--- src/rtl/traffic_phase_timer_if.sv ---
// Signal bundle between the phase timer and its neighbours: timebase/pedestrian
// inputs toward the timer, phase indications and counter back out.
interface traffic_phase_timer_if #(
    parameter int unsigned CNT_W = 4
) ();
    logic             tick_en;
    logic             hold;
    logic             ped_req;
    logic             swap_tick;
    logic             side;
    logic             yellow;
    logic             all_red;
    logic             ped_ack;
    logic [CNT_W-1:0] remaining;

    // Drives the timebase and requests, observes the phase outputs.
    modport master (
        output tick_en, hold, ped_req,
        input  swap_tick, side, yellow, all_red, ped_ack, remaining
    );

    // The timer itself.
    modport slave (
        input  tick_en, hold, ped_req,
        output swap_tick, side, yellow, all_red, ped_ack, remaining
    );
endinterface

--- src/rtl/traffic_phase_timer.sv ---
// GREEN/YELLOW/ALLRED dwell sequencer feeding the two-direction light controller.
// Optional pedestrian green shortening is built when TRAFFIC_PED_SHORTEN_EN is defined.
module traffic_phase_timer #(
    parameter int unsigned GREEN_TICKS  = 8,
    parameter int unsigned YELLOW_TICKS = 3,
    parameter int unsigned ALLRED_TICKS = 2,
    parameter int unsigned MIN_GREEN    = 3,
    parameter int unsigned CNT_W        = 4
) (
    input logic                  clk,
    input logic                  reset,
    traffic_phase_timer_if.slave bus
);

    localparam logic [1:0] ST_GREEN  = 2'd0;
    localparam logic [1:0] ST_YELLOW = 2'd1;
    localparam logic [1:0] ST_ALLRED = 2'd2;

    // Counter load values: a phase of N ticks starts at N-1 and expires at 0.
    localparam logic [CNT_W-1:0] GREEN_LOAD  = CNT_W'(GREEN_TICKS - 1);
    localparam logic [CNT_W-1:0] YELLOW_LOAD = CNT_W'(YELLOW_TICKS - 1);
    localparam logic [CNT_W-1:0] ALLRED_LOAD = CNT_W'(ALLRED_TICKS - 1);
    localparam logic [CNT_W-1:0] MIN_LOAD    = CNT_W'(MIN_GREEN - 1);
    localparam logic [CNT_W-1:0] CNT_ONE     = CNT_W'(1);

    logic [1:0]       state;
    logic [1:0]       state_nx;
    logic [CNT_W-1:0] remaining;
    logic [CNT_W-1:0] remaining_nx;
    logic             side;
    logic             side_nx;
    logic             swap_tick;
    logic             swap_tick_nx;
    logic             yellow;
    logic             yellow_nx;
    logic             all_red;
    logic             all_red_nx;
    logic             ped_ack;
    logic             ped_ack_nx;

    logic             en;
    logic             expire;
    logic             shorten;

    assign en     = bus.tick_en & ~bus.hold;
    assign expire = en && (remaining == '0);

`ifdef TRAFFIC_PED_SHORTEN_EN
    // A pending request only ever pulls the green end closer, never later.
    assign shorten = ped_ack && (remaining > MIN_LOAD);
`else
    logic unused_ped_req;
    assign unused_ped_req = bus.ped_req;
    assign shorten        = 1'b0;
`endif

    // Next-state and next-output decode.
    always_comb begin
        state_nx     = state;
        remaining_nx = remaining;
        side_nx      = side;
        swap_tick_nx = 1'b0;
        ped_ack_nx   = ped_ack;

        case (state)
            ST_GREEN: begin
                if (expire) begin
                    state_nx     = ST_YELLOW;
                    remaining_nx = YELLOW_LOAD;
                end else if (en) begin
                    remaining_nx = shorten ? MIN_LOAD : (remaining - CNT_ONE);
                end
            end
            ST_YELLOW: begin
                if (expire) begin
                    state_nx     = ST_ALLRED;
                    remaining_nx = ALLRED_LOAD;
                end else if (en) begin
                    remaining_nx = remaining - CNT_ONE;
                end
            end
            ST_ALLRED: begin
                if (expire) begin
                    state_nx     = ST_GREEN;
                    remaining_nx = GREEN_LOAD;
                    side_nx      = ~side;
                    swap_tick_nx = 1'b1;
                end else if (en) begin
                    remaining_nx = remaining - CNT_ONE;
                end
            end
            default: begin
                state_nx     = ST_GREEN;
                remaining_nx = GREEN_LOAD;
            end
        endcase

        yellow_nx  = (state_nx == ST_YELLOW);
        all_red_nx = (state_nx == ST_ALLRED);

`ifdef TRAFFIC_PED_SHORTEN_EN
        // Green ending retires the request; a request on that same clock survives.
        if ((state == ST_GREEN) && expire) begin
            ped_ack_nx = 1'b0;
        end
        if (bus.ped_req) begin
            ped_ack_nx = 1'b1;
        end
`else
        ped_ack_nx = 1'b0;
`endif
    end

    always_ff @(posedge clk or negedge reset) begin
        if (!reset) begin
            state     <= ST_GREEN;
            remaining <= GREEN_LOAD;
            side      <= 1'b0;
            swap_tick <= 1'b0;
            yellow    <= 1'b0;
            all_red   <= 1'b0;
            ped_ack   <= 1'b0;
        end else begin
            state     <= state_nx;
            remaining <= remaining_nx;
            side      <= side_nx;
            swap_tick <= swap_tick_nx;
            yellow    <= yellow_nx;
            all_red   <= all_red_nx;
            ped_ack   <= ped_ack_nx;
        end
    end

    assign bus.remaining = remaining;
    assign bus.side      = side;
    assign bus.swap_tick = swap_tick;
    assign bus.yellow    = yellow;
    assign bus.all_red   = all_red;
    assign bus.ped_ack   = ped_ack;

endmodule
--- src/flat_wrapper.sv ---
// flat-port wrapper written by rule: the top's interface ports become plain ports
module traffic_phase_timer_flat 
#(
    parameter int unsigned GREEN_TICKS  = 8,
    parameter int unsigned YELLOW_TICKS = 3,
    parameter int unsigned ALLRED_TICKS = 2,
    parameter int unsigned MIN_GREEN    = 3,
    parameter int unsigned CNT_W        = 4
)
  (clk, reset, bus_tick_en, bus_hold, bus_ped_req, bus_swap_tick, bus_side, bus_yellow, bus_all_red, bus_ped_ack, bus_remaining);
  traffic_phase_timer_if #(.CNT_W(CNT_W)) bus_i ();
  input logic clk;
  input logic reset;
  input wire logic [$bits(bus_i.tick_en)-1:0] bus_tick_en;
  input wire logic [$bits(bus_i.hold)-1:0] bus_hold;
  input wire logic [$bits(bus_i.ped_req)-1:0] bus_ped_req;
  output wire logic [$bits(bus_i.swap_tick)-1:0] bus_swap_tick;
  output wire logic [$bits(bus_i.side)-1:0] bus_side;
  output wire logic [$bits(bus_i.yellow)-1:0] bus_yellow;
  output wire logic [$bits(bus_i.all_red)-1:0] bus_all_red;
  output wire logic [$bits(bus_i.ped_ack)-1:0] bus_ped_ack;
  output wire logic [$bits(bus_i.remaining)-1:0] bus_remaining;
  assign bus_i.tick_en = bus_tick_en;
  assign bus_i.hold = bus_hold;
  assign bus_i.ped_req = bus_ped_req;
  assign bus_swap_tick = bus_i.swap_tick;
  assign bus_side = bus_i.side;
  assign bus_yellow = bus_i.yellow;
  assign bus_all_red = bus_i.all_red;
  assign bus_ped_ack = bus_i.ped_ack;
  assign bus_remaining = bus_i.remaining;
  traffic_phase_timer #(.GREEN_TICKS(GREEN_TICKS), .YELLOW_TICKS(YELLOW_TICKS), .ALLRED_TICKS(ALLRED_TICKS), .MIN_GREEN(MIN_GREEN), .CNT_W(CNT_W)) u_core (.clk(clk), .reset(reset), .bus(bus_i));
endmodule
--- config.mk ---
export PLATFORM = sky130hd
export DESIGN_NAME = traffic_phase_timer_flat
export DESIGN_NICKNAME = d
export VERILOG_FILES = /design/src/rtl/traffic_phase_timer_if.sv /design/src/rtl/traffic_phase_timer.sv /design/src/flat_wrapper.sv
export SDC_FILE = /design/constraint.sdc
export NUM_CORES = 1
export LEC_CHECK = 0
export ABC_AREA = 1
export CORE_AREA = 2 2 39 41
export CTS_BUF_LIST = sky130_fd_sc_hd__clkbuf_16
export DETAILED_ROUTE_END_ITERATION = 12
export DIE_AREA = 0 0 41 43
export PLACE_DENSITY_LB_ADDON = 0.2
export SYNTH_ARGS = -nofsm -noshare
export SYNTH_HDL_FRONTEND = slang
export SYNTH_SLANG_ARGS = --single-unit
--- constraint.sdc ---
create_clock -name clk -period 1.8 [get_ports clk]
set_input_delay 0.36 -clock clk [delete_from_list [all_inputs] [get_ports clk]]
set_output_delay 0.36 -clock clk [all_outputs]
set_load 0.05 [all_outputs]
# Yosys cells after proc, flatten, opt, wreduce, memory -nomap -nowiden
# Cells that the tools add are included.
[totals]
output_inout_bits = 9
ff_bits = 10
wordCells = 29
inputBits = 5
[op_classes]
mux = 11
reduce_logical = 4
addsub = 1
n_bitwise = 3
eq_ne = 4
[ops]
columns = ["cell", "count"]
rows = [
  ["2-to-1 mux 4 bit", 4],
  ["one-hot mux 4 bit (3 select lines)", 1],
  ["2-to-1 mux 2 bit", 3],
  ["one-hot mux 2 bit (3 select lines)", 1],
  ["== test 2 x 1 -> 1 bit, second input constant", 2],
  ["== test 2 bit, second input constant", 2],
  ["logical NOT 4 bit", 1],
  ["subtractor 4 x 1 -> 4 bit, second input constant", 1],
  ["logical NOT 2 bit", 1],
  ["2-to-1 mux 1 bit", 2],
  ["NOT 1 bit", 2],
  ["AND reduction 2 bit", 1],
  ["AND 1 bit", 1],
  ["logical AND 1 bit", 1],
]

# Longest topological paths before layout
[logic_depth]
ltp_word = 6
depth_mapped = 7
mapped_depth_nobuf = 7

# Worst setup path after synthesis
# Ideal clock, no wire load.
[synth_path]
kind = "reg-to-reg"
from = "register u_core.remaining[0], in the netlist u_core.bus.remaining[0]"
to = "register u_core.all_red, in the netlist u_core.bus.all_red"
arrival_time_ps = 1433
required_time_ps = 1723
path_slack_ps = 290
stages_incl_launch_ff = 8
path_buffers = 0
setup_time_ps = 77
synth_period_minus_slack_ps = 1510
path_cell_list = "dfstp_2 -> inv_1 -> ha_1 -> inv_1 -> nor2_1 -> nand3_1 -> inv_1 -> a21oi_1"
[synth_via]
elab_chain_len = 5
word_cells_on_any_way = 7
cone_classes = "eq/ne (1); mux (4); reduce/logical (2)"
[synth_rtl]
columns = ["item", "line", "text"]
rows = [
  ["from (decl)", "traffic_phase_timer.sv:28", "logic [CNT_W-1:0] remaining;"],
  ["from (signal assigned)", "traffic_phase_timer.sv:125", "remaining <= remaining_nx;"],
  ["logical NOT 4 bit *", "traffic_phase_timer.sv:46", "assign expire = en && (remaining == '0);"],
  ["logical AND 1 bit *", "traffic_phase_timer.sv:46", ""],
  ["2-to-1 mux 2 bit, on equally long branches", "traffic_phase_timer.sv:83, traffic_phase_timer.sv:75, traffic_phase_timer.sv:67", ""],
  ["one-hot mux 2 bit (3 select lines) *", "traffic_phase_timer.sv:65", "case (state)"],
  ["== test 2 bit *", "traffic_phase_timer.sv:99", "all_red_nx = (state_nx == ST_ALLRED);"],
  ["named net u_core.all_red_nx", "traffic_phase_timer.sv:37", "logic all_red_nx;"],
  ["to (signal assigned)", "traffic_phase_timer.sv:129", "all_red <= all_red_nx;"],
  ["to (decl)", "traffic_phase_timer.sv:36", "logic all_red;"],
]
# Mark *: on every way through the listed nets, which the timed path passes. The rest lies on a longest branch.
# A chain may end at the register's enable or synchronous reset.

# Final worst setup path
# Same ends and word-level chain as after synthesis.

==> summary.txt <==
Clocking
  – Clk_lat worst skew: between 200 and 250 ps
  – CTS tree: done
  – Hold_buf cts: 0
  – Worst-path clk slew: 40 ps
  – Post-CTS setup buffer count: 0
  – CTS HTree Levels: 1
  – Root Buffer: clkbuf_16
  – CTS Buffer Depth: 2
  – CTS Buf Count: 3
  – Clock Sinks: 10
  – Cts repair resizes: 0

Timing
  – Worst Skew: 2.791 ps
  – Final Hold Viols: 0
  – Final setup vio count: 0
  – RSZ-0062 raised after global routing: no
  – Hold Slack: 437.9 ps
  – Final period util: 0.7866
  – Setup total negative slack: 0 ps
  – F_max: slightly above 700 MHz
  – Pins Over Slew Limit: 0
  – Tmin final: roughly 1400 ps

Detailed routing
  – Total Wirelength: 919 um
  – Per-cell routed wire length: roughly 9.1 um
  – Vias per cell: roughly 4.4
  – First-iteration detailed-routing DRC count: 5
  – Antenna Nets Post-Route: 0
  – Vias: approximately 450
  – # DRC: 0
  – DRT Pass-1 Iters: 3

Finish
  – Commonest non-fill, non-tap cell in the layout: nand2_1
  – Fin area: about 790 um2
  – Share of cells above drive strength 1: 0.2824
  – Fillcell total: 133
  – Commonest cells after routing, fill and taps aside: nand2_1 (21), inv_1 (10), dfrtp_1 (7)
  – Util after Layout: 0.5705
  – P&R area growth vs syn: 38.38%
  – N_diodes: 0
  – Total Nets Final: 93

Yosys
  – Post-synth top area share: 0.3070
  – Synth area leader: dfrtp_1
  – Post-Syn Nets: just under 80
  – Most area-consuming cells after synthesis: dfrtp_1 (31%), dfstp_2 (14%), nand2_1 (14%), inv_1 (6.6%), nor2_4 (5.9%)
  – Seq/Total Area, Yosys: 0.4452
  – Synth Register Bits: 10
  – Syn avg cell area: 8.036 um2
  – Mapped Area: 570.5 um2
  – Mapped Cells: 71
  – Yosys warns: 0
  – Post-synthesis cell type count: 19

Power
  – Pwr dens: roughly 2000 nW/um2
  – Overall Power: 1.592 mW
  – Worst vdd ir: ~1.2 mV
  – Leak pwr: 0.4204 nW

Floorplan
  – Total die area: 1763 um2
  – Starting density of the core: 0.4123
  – Die span in x: just over 40 um
  – CORE AREA: ~1400 um2
  – # IOs: 14
  – Die Y: 43 um
  – # rows: 14

Critical path
  – Worst Path Arrival: between 1500 and 2000 ps
  – Most used cell along the critical path: inv_1
  – CP Cell Sequence: inv_1, ha_1, inv_1, nor2_1, nand3_1, inv_1, a21oi_1
  – Worst Setup End Kind: register
  – CP Launch Type: register
  – Req. time, crit path: just under 2000 ps
  – Crit-path max FO: 4
  – Max incr delay on CP: 570 ps
  – Worst Setup Path Type: reg2reg
  – Crit-path slowest cell: dfstp_2

Placed design
  – DP Area: about 710 um2
  – DPL Wire Length: between 700 and 800 um
  – GPL Wtd Cong: 0.7643
  – PortBufs: 11

GRT
  – First-pass GRT wire length: ~1600 um
  – Overflow after GRT: 0
  – Vias in the first global route: 416
  – Initial antenna violation count: 0
  – Largest net degree at the start of global routing: 11
  – Gr usage total: 0.1352

Flow run
  – Max_cap viols: 0

Worst hold path
  – Hold WC Path Type: in2async

Outcome
  – Run status: finished clean
[cell usage after synthesis]
cell / instances
o21ai_0: 1
conb_1: 1
nand2_2: 2
o21ai_1: 1
nand3_1: 5
a21oi_1: 2
nor2_2: 1
nand3_4: 1
buf_4: 1
nand4_1: 2
nand2_1: 21
ha_1: 2
nor2_1: 5
inv_2: 2
nor2_4: 3
inv_1: 10
nand3_2: 1
dfstp_2: 3
dfrtp_1: 7
[power breakdown]
group / total, mW / leakage (nW) / internal (mW) / switching (mW)
combinational: 0.768 / 0.258 / 0.287 / 0.481
sequential: 0.436 / 0.123 / 0.339 / 0.0969
clock: 0.389 / 0.0385 / 0.291 / 0.0979
[sequential cells by signal, summed over array words and instances (netlist names)]
signal                cells
u_core.bus.remaining      4
u_core.bus.swap_tick      1
u_core.bus.yellow         1
u_core.bus.all_red        1
u_core.bus.side           1
u_core.state              2
[worst paths after layout]
check,from,endpoint,slack [ps],cells past startpoint
setup / recovery,u_core.bus.remaining[0]$_DFF_PN1_,u_core.bus.all_red$_DFF_PN0_,380,7
hold / removal,reset,u_core.bus.side$_DFFE_PN0P_,440,1
setup reg to reg,u_core.bus.remaining[0]$_DFF_PN1_,u_core.bus.all_red$_DFF_PN0_,380,7
hold reg to reg,u_core.bus.side$_DFFE_PN0P_,u_core.bus.side$_DFFE_PN0P_,510,2
max in group asynchronous,reset,u_core.bus.remaining[2]$_DFF_PN1_,1030,1
min in group clk,u_core.bus.side$_DFFE_PN0P_,u_core.bus.side$_DFFE_PN0P_,510,2
[worst max-delay path: cells and delay by family (launching register included)]
kind	cells	cell delay [ps]
AOI/OAI and AO/OA	1	130
buffers and inverters	3	210
and+or+nand+nor	2	190
adders and majority gates	1	240
DFF	1	570
[area by class of cell]
cell class / instances / area [um2] / area share
clock buffers: 3 / 75.07 / 0.09509
clock inverters: 1 / 3.754 / 0.004754
inverters: 12 / 45.04 / 0.05705
multi-input cells: 48 / 264.0 / 0.3344
flip-flops and latches: 10 / 254.0 / 0.3217
well taps: 16 / 20.02 / 0.02536
repair buffers: 11 / 127.6 / 0.1616
[stage by stage]
| stage | setup slack [ps] | instances |
|---|---|---|
| 2_1_floorplan | 290.0 | 71 |
| 3_3_place_gp | 263.6 | 97 |
| 3_5_place_dp | 241.2 | 97 |
| 4_1_cts | 386.8 | 101 |
| 5_1_grt | 279.9 | 101 |
| 6_report | 384.1 | 101 |
[cell families (layout without fill, tap and decap cells)]
logic type,count (synthesis),count (layout),share of synthesized area
buf+inv,13,27,0.09212
compound gates,4,4,0.03507
flops,10,10,0.4452
fa+ha+maj,2,2,0.04385
simple gates,41,41,0.3772
other cells,1,1,0.006573
[metal layers]
| metal | up-vias | routed length [um] | GRT usage |
|---|---|---|---|
| li1 | 247 | - | - |
| met3 | 0 | 36 | 0.03141 |
| met4 | 0 | 0 | 0.04000 |
| met1 | 192 | 423 | 0.1924 |
| met2 | 8 | 459 | 0.2000 |
| met5 | - | 0 | 0 |
Note: power is estimated with default switching activity, not from simulation.
